File: src/rtl/ravenoc_pkg.sv
// Shared NoC types: flit type encoding, injector FSM states, LFSR taps and step function.
// Latency: n/a (types and pure functions only).
// Backpressure: n/a.
package ravenoc_pkg;

    typedef enum logic [1:0] {
        FLIT_HEAD = 2'b00,
        FLIT_BODY = 2'b01,
        FLIT_TAIL = 2'b10
    } flit_type_e;

    typedef enum logic [1:0] {
        ST_IDLE,
        ST_HEAD,
        ST_BODY,
        ST_TAIL
    } inj_state_e;

    localparam logic [31:0] LFSR_TAPS = 32'h8020_0003;

    // Right-shifting Galois step: the bit shifted out folds the taps back in.
    function automatic logic [31:0] lfsr_step(input logic [31:0] s);
        logic [31:0] n;
        n = s >> 1;
        if (s[0]) begin
            n = n ^ LFSR_TAPS;
        end
        return n;
    endfunction

endpackage

File: src/rtl/noc_lfsr32.sv
// 32-bit Galois LFSR with synchronous seed load and enable-gated advance.
// Latency: new state visible the cycle after load_i/adv_i.
// Backpressure: holds state whenever adv_i is low.
// Ports: clk, arst (async, active-high); load_i/seed_i load a seed (0 becomes 1);
//        adv_i steps once per cycle; state_o is the current register value.
module noc_lfsr32
    import ravenoc_pkg::*;
(
    input  logic        clk,
    input  logic        arst,
    input  logic        load_i,
    input  logic [31:0] seed_i,
    input  logic        adv_i,
    output logic [31:0] state_o
);

    logic [31:0] state_q;
    logic [31:0] state_d;

    always_comb begin
        state_d = state_q;
        if (load_i) begin
            // All-zero is the lock-up state of an XOR LFSR.
            state_d = (seed_i == 32'd0) ? 32'd1 : seed_i;
        end else if (adv_i) begin
            state_d = lfsr_step(state_q);
        end
    end

    always_ff @(posedge clk or posedge arst) begin
        if (arst) begin
            state_q <= 32'd1;
        end else begin
            state_q <= state_d;
        end
    end

    assign state_o = state_q;

endmodule

File: src/rtl/noc_flit_injector.sv
// Packet traffic source: per start request emits HEAD, (BODY)*, TAIL flits with LFSR payload on one VC.
// Latency: first flit valid 1 cycle after start_i; done_o 1 cycle after the final handshake.
// Backpressure: flit held stable while ready_i[vc_id_o] is low; LFSR frozen; start_i ignored while busy.
// Ports: clk, arst (async, active-high); start_i + x_dest_i/y_dest_i/vc_id_i/pkt_size_i/seed_i request a
//        packet; flit_data_o/valid_o/vc_id_o with per-VC ready_i; busy_o, done_o pulse, pkt_cnt_o counter.
module noc_flit_injector
    import ravenoc_pkg::*;
#(
    parameter int FLIT_WIDTH = 34,
    parameter int NUM_VC     = 2,
    parameter int X_WIDTH    = 2,
    parameter int Y_WIDTH    = 2,
    parameter int PKT_WIDTH  = 8,
    localparam int VCW       = (NUM_VC > 1) ? $clog2(NUM_VC) : 1
) (
    input  logic                  clk,
    input  logic                  arst,
    input  logic                  start_i,
    input  logic [X_WIDTH-1:0]    x_dest_i,
    input  logic [Y_WIDTH-1:0]    y_dest_i,
    input  logic [VCW-1:0]        vc_id_i,
    input  logic [PKT_WIDTH-1:0]  pkt_size_i,
    input  logic [31:0]           seed_i,
    output logic [FLIT_WIDTH-1:0] flit_data_o,
    output logic                  valid_o,
    output logic [VCW-1:0]        vc_id_o,
    input  logic [NUM_VC-1:0]     ready_i,
    output logic                  busy_o,
    output logic                  done_o,
    output logic [15:0]           pkt_cnt_o
);

    localparam int PW = FLIT_WIDTH - 2;                         // payload bits below the type field
    localparam int HR = PW - X_WIDTH - Y_WIDTH - PKT_WIDTH;     // LFSR bits left in a head flit

    inj_state_e           state_q, state_d;
    logic [X_WIDTH-1:0]   x_q, x_d;
    logic [Y_WIDTH-1:0]   y_q, y_d;
    logic [VCW-1:0]       vc_q, vc_d;
    logic [PKT_WIDTH-1:0] cnt_q, cnt_d;
    logic                 done_q, done_d;
    logic [15:0]          pkt_cnt_q, pkt_cnt_d;

    logic [31:0]          lfsr_state;
    logic                 lfsr_load;
    logic                 hs;
    logic [PW-1:0]        payload;
    logic [VCW-1:0]       vc_clamped;

    noc_lfsr32 u_lfsr (
        .clk     (clk),
        .arst    (arst),
        .load_i  (lfsr_load),
        .seed_i  (seed_i),
        .adv_i   (hs),
        .state_o (lfsr_state)
    );

    generate
        if (PW > 32) begin : g_pl_ext
            assign payload = {{(PW-32){1'b0}}, lfsr_state};
        end else begin : g_pl_trunc
            assign payload = lfsr_state[PW-1:0];
        end
    endgenerate

    // Only reachable when NUM_VC is not a power of two.
    assign vc_clamped = ({{(32-VCW){1'b0}}, vc_id_i} >= 32'(NUM_VC)) ? VCW'(NUM_VC - 1) : vc_id_i;

    assign valid_o = (state_q != ST_IDLE);
    assign busy_o  = valid_o;
    assign vc_id_o = valid_o ? vc_q : '0;
    assign hs      = valid_o & ready_i[vc_q];

    // cnt_q holds pkt_size while in HEAD (it doubles as the head's size field),
    // then the number of flits still to send, including the current one.
    always_comb begin
        state_d     = state_q;
        x_d         = x_q;
        y_d         = y_q;
        vc_d        = vc_q;
        cnt_d       = cnt_q;
        done_d      = 1'b0;
        lfsr_load   = 1'b0;
        flit_data_o = '0;
        unique case (state_q)
            ST_IDLE: begin
                if (start_i) begin
                    x_d       = x_dest_i;
                    y_d       = y_dest_i;
                    vc_d      = vc_clamped;
                    cnt_d     = pkt_size_i;
                    lfsr_load = 1'b1;
                    state_d   = ST_HEAD;
                end
            end
            ST_HEAD: begin
                flit_data_o = {FLIT_HEAD, x_q, y_q, cnt_q, payload[HR-1:0]};
                if (hs) begin
                    if (cnt_q == '0) begin
                        state_d = ST_IDLE;
                        done_d  = 1'b1;
                    end else if (cnt_q == PKT_WIDTH'(1)) begin
                        state_d = ST_TAIL;
                    end else begin
                        state_d = ST_BODY;
                    end
                end
            end
            ST_BODY: begin
                flit_data_o = {FLIT_BODY, payload};
                if (hs) begin
                    cnt_d = cnt_q - PKT_WIDTH'(1);
                    if (cnt_q == PKT_WIDTH'(2)) begin
                        state_d = ST_TAIL;
                    end
                end
            end
            ST_TAIL: begin
                flit_data_o = {FLIT_TAIL, payload};
                if (hs) begin
                    state_d = ST_IDLE;
                    done_d  = 1'b1;
                end
            end
            default: state_d = ST_IDLE;
        endcase
        pkt_cnt_d = pkt_cnt_q + {15'd0, done_d};
    end

    always_ff @(posedge clk or posedge arst) begin
        if (arst) begin
            state_q   <= ST_IDLE;
            x_q       <= '0;
            y_q       <= '0;
            vc_q      <= '0;
            cnt_q     <= '0;
            done_q    <= 1'b0;
            pkt_cnt_q <= '0;
        end else begin
            state_q   <= state_d;
            x_q       <= x_d;
            y_q       <= y_d;
            vc_q      <= vc_d;
            cnt_q     <= cnt_d;
            done_q    <= done_d;
            pkt_cnt_q <= pkt_cnt_d;
        end
    end

    assign done_o    = done_q;
    assign pkt_cnt_o = pkt_cnt_q;

endmodule

File: config.mk
export PLATFORM = sky130hd
export DESIGN_NAME = noc_flit_injector
export DESIGN_NICKNAME = d
export VERILOG_FILES = /design/src/rtl/ravenoc_pkg.sv /design/src/rtl/noc_lfsr32.sv /design/src/rtl/noc_flit_injector.sv
export SDC_FILE = /design/constraint.sdc
export NUM_CORES = 1
export LEC_CHECK = 0
export BUFFER_PORTS_ARGS = -buffer_cell sky130_fd_sc_hd__buf_2
export CAP_MARGIN = 40
export CORE_ASPECT_RATIO = 1.5
export CORE_MARGIN = 3
export CORE_UTILIZATION = 47
export CTS_CLUSTER_SIZE = 8
export DETAILED_ROUTE_END_ITERATION = 8
export PLACE_DENSITY_LB_ADDON = 0.12
export SETUP_SLACK_MARGIN = 0.5
export SKIP_LAST_GASP = 1
export SLEW_MARGIN = 20
export SYNTH_ARGS = -nofsm -noshare
export SYNTH_HDL_FRONTEND = slang
export SYNTH_SLANG_ARGS = --single-unit
File: constraint.sdc
create_clock -name clk -period 2.2 [get_ports clk]
set_input_delay 0 -clock clk [delete_from_list [all_inputs] [get_ports clk]]
set_output_delay 0 -clock clk [all_outputs]
set_load 0.005 [all_outputs]
==> flow_summary_export.csv <==
group,metric,value,unit
route,via_per_inst,5.41,
cts,root_buffer,"clkbuf_8",
route,drc,0,
cells_and_area,stdcell_count,632,
worst_setup_path,critical_path_class,"reg2reg",
timing,period_needed,2.12,ns
worst_setup_path,cp.required,2.42,ns
timing,final_max_slew_viol_count,0,
global_route,grt_max_degree,53,
power,power.density,1350,mW/mm2
timing,setup_violations,0,
cts,numCtsBuffers,9,
cts,cts_tree,"done",
global_route,grt_use_met3,3.81,%
global_route,grt_pass1_wl,15100,um
timing,grt_setup_unrepaired,"yes",
status,status,"complete, no violations",
place,io_buffers,103,
global_route,first_global_vias,3197,
cts,cts.sinks,64,
global_route,antenna_found_initial,0,
cells_and_area,drive_gt1_share,33.2,%
timing,finalHoldViolCount,0,
synthesis,synth_warnings,0,
global_route,grtUsageTotal,23.8,%
worst_setup_path,ff2ff_path_depth,10,
worst_setup_path,start_kind,"flop",
synthesis,avgSynthCellArea,8.87,um2
hold_path,holdPathStages,3,
timing,final.setup_skew,0.00570,ns
timing,timing.fmax,471,MHz
global_route,top_usage_layer,"met2",
job,cap_violations,0,
synthesis,synth_ff_type,"dfrtp_1",
cells_and_area,fin_nets,606,
cells_and_area,syn_to_final_growth,46.7,%
power,ir_worst_vdd,0.000952,V
cts,cts_max_level,3,
synthesis,synthesis.nets,442,
synthesis,async_flop_share,100,%
die,die_w,75.6,um
die,row_count,37,
timing,worstMarginPinSlew,0.586,ns
route,vias,3420,
synthesis,yosysSeqAreaShare,47.0,%
timing,setup_slack,0.0767,ns
synthesis,syn_area,0.00341,mm2
cells_and_area,num_antenna_cells,0,
route,first_pass_iters,5,
synthesis,synth_edf_count,0,
die,initial_core_util,49.2,%
synthesis,yosysUniqueCellTypes,43,
die,design.portCount,104,
die,core_region_area,0.00694,mm2
route,wire_per_inst,15.4,um
power,cellLeakagePower,0.00246,uW
die,die_area,0.00834,mm2
place,pre_cts_slack,0.0448,ns
worst_setup_path,crit_arrival,2.35,ns
route,ant_nets,0,
global_route,grt_overflow,0,
timing,fin_crit_sh,96.5,%
cts,ctsLongestPathBuffers,2,
hold_path,hp-class,"in2reg",
synthesis,syn_inst,385,
cells_and_area,design_area,0.00501,mm2
place,place_area,0.00408,mm2
timing,slew_headroom,60.8,%
place,gp_congestion,0.885,
cts,clk_pin_slew,0.07,ns
worst_setup_path,cp_max_fo,3,
global_route,grt_use_met2,41.3,%
synthesis,synth_seq_cells,64,
cts,insertion_delay,0.34,ns
route,routed_wl,9760,um
place,dp.cells,557,
die,die_h,110,um
route,drt_iter0_drc,243,
global_route,use_met1,30.0,%
worst_setup_path,crit_path_end_kind,"flop",
place,hpwlAfterDp,6480,um
-- cells by family (layout without fill, tap and decap cells) --
logic type	after synthesis	count (layout)	share of synthesized area (%)
adders and majority gates	7	7	2.57
and+or+nand+nor	182	182	25.4
xor gates and xnor gates	16	16	4.11
DFF	64	64	47.0
muxes	5	5	1.65
AOI/OAI and AO/OA	82	82	15.5
buffers and inverters	29	198	3.81
-- per-layer routing --
layer  up-vias  share of wire, %
met5         -                 0
met4         0               1.4
met3        11               4.9
met2        98                52
met1      1652                42
li1       1659                 -
-- power by group --
part / leakage (uW) / switching [uW] / total (uW) / internal [uW]
Combinational: 0.00155 / 1720 / 3300 / 1580
Clock: 0.000126 / 468 / 1280 / 813
Sequential: 0.000784 / 496 / 2180 / 1690
Total: 0.00246 / 2690 / 6760 / 4080
-- worst paths after layout --
path / startpoint / to / slack (ns)
worst max-delay path: cnt_q[2]$_DFFE_PP0P_ / pkt_cnt_o[14]$_DFF_PP0_ / 0.08
max in group asynchronous: arst / u_lfsr.state_o[0]$_DFFE_PP1P_ / 1.35
worst min-delay path: pkt_size_i[6] / cnt_q[6]$_DFFE_PP0P_ / 0.01
worst max register to register: cnt_q[2]$_DFFE_PP0P_ / pkt_cnt_o[14]$_DFF_PP0_ / 0.08
worst min register to register: pkt_cnt_o[15]$_DFF_PP0_ / pkt_cnt_o[15]$_DFF_PP0_ / 0.47
min in group asynchronous: arst / pkt_cnt_o[8]$_DFF_PP0_ / 0.21
-- through the flow --
stage / hold slack (ns) / util (%) / setup TNS, ns / power, uW
floorplan: 0.105 / - / 0 / 4030
global placement: 0.00736 / 58.7 / 0 / 5000
detailed placement: 0.0122 / 58.7 / 0 / 5050
CTS: 0.000113 / 70.6 / 0 / 6600
global route: 0.0250 / 72.1 / -0.360 / 7260
finish: 0.00965 / 72.1 / 0 / 6760
-- repair_timing --
action / CTS / global route
hold endpoints to repair: 57 / 1
pin swaps: 7 / 5
endpoints found under the setup margin: 65 / 32
setup buffers: 11 / 6
resized for setup: 22 / 12
hold buffers: 41 / 1
-- critical path, cell delays in order, from the launching register on --
cell and delay [ns]:
dfrtp_1 0.40, nor3_2 0.24, nor4b_4 0.28, a21oi_2 0.11, nor2_2 0.16, ha_2 0.22, ha_4 0.14, nand2_4 0.06
nor4_2 0.18, nand2_1 0.11, xnor2_1 0.13
-- sequential cells by signal, summed over array words and instances, names as in the netlist, named ones only --
name,cells
cnt_q,8
u_lfsr.state_o,32
vc_q,1
x_q,2
done_o,1
y_q,2
pkt_cnt_o,16
state_q,1
-- placed cells by master (no fill, tap or decap), types with 3 or more instances in the layout --
master	count
nor2_1	35
nand3_1	7
a21oi_1	14
clkbuf_8	11
xnor2_1	9
and2_1	21
xor2_1	7
dfrtp_1	61
bufinv_16	3
buf_6	10
dlygate4sd3_1	42
o22ai_1	4
ha_1	5
buf_2	103
o21ai_0	11
nand2_1	81
buf_4	17
nor2_4	3
inv_1	6
a22o_1	10
nor4_1	8
nand2_4	3
a31oi_1	26
nand4_1	3
o21ai_1	4
-- cell usage after synthesis (all sizes together) (2+ instances only) --
library cell	number	share of area (%)
nand2b	3	0.55
xnor2	9	2.3
nand4	3	0.55
dfrtp	63	46
a2bb2oi	3	0.77
a211oi	2	0.81
nor2	40	4.9
and3	3	0.55
nor3	4	0.59
a21oi	17	2.5
mux2	2	0.66
nor4	11	2.5
xor2	7	1.8
mux2i	3	0.99
o21ai	15	2.2
nand3	8	1.2
buf	13	2.1
ha	7	2.6
clkbuf	7	0.77
a22o	10	2.6
inv	9	0.99
and2	22	4.1
nand2	85	9.4
a31oi	26	4.8
o22ai	5	0.92
-- area by class of cell --
cell class	count	area (um2)
sequential	64	1610
multi-input combinational	292	1810
fill	525	1940
clock buffer	11	151
clock inverter	5	103
timing repair buffer	173	1200
inverter	9	41.3
tap	78	97.6
Note: power is estimated with default switching activity, not from simulation.
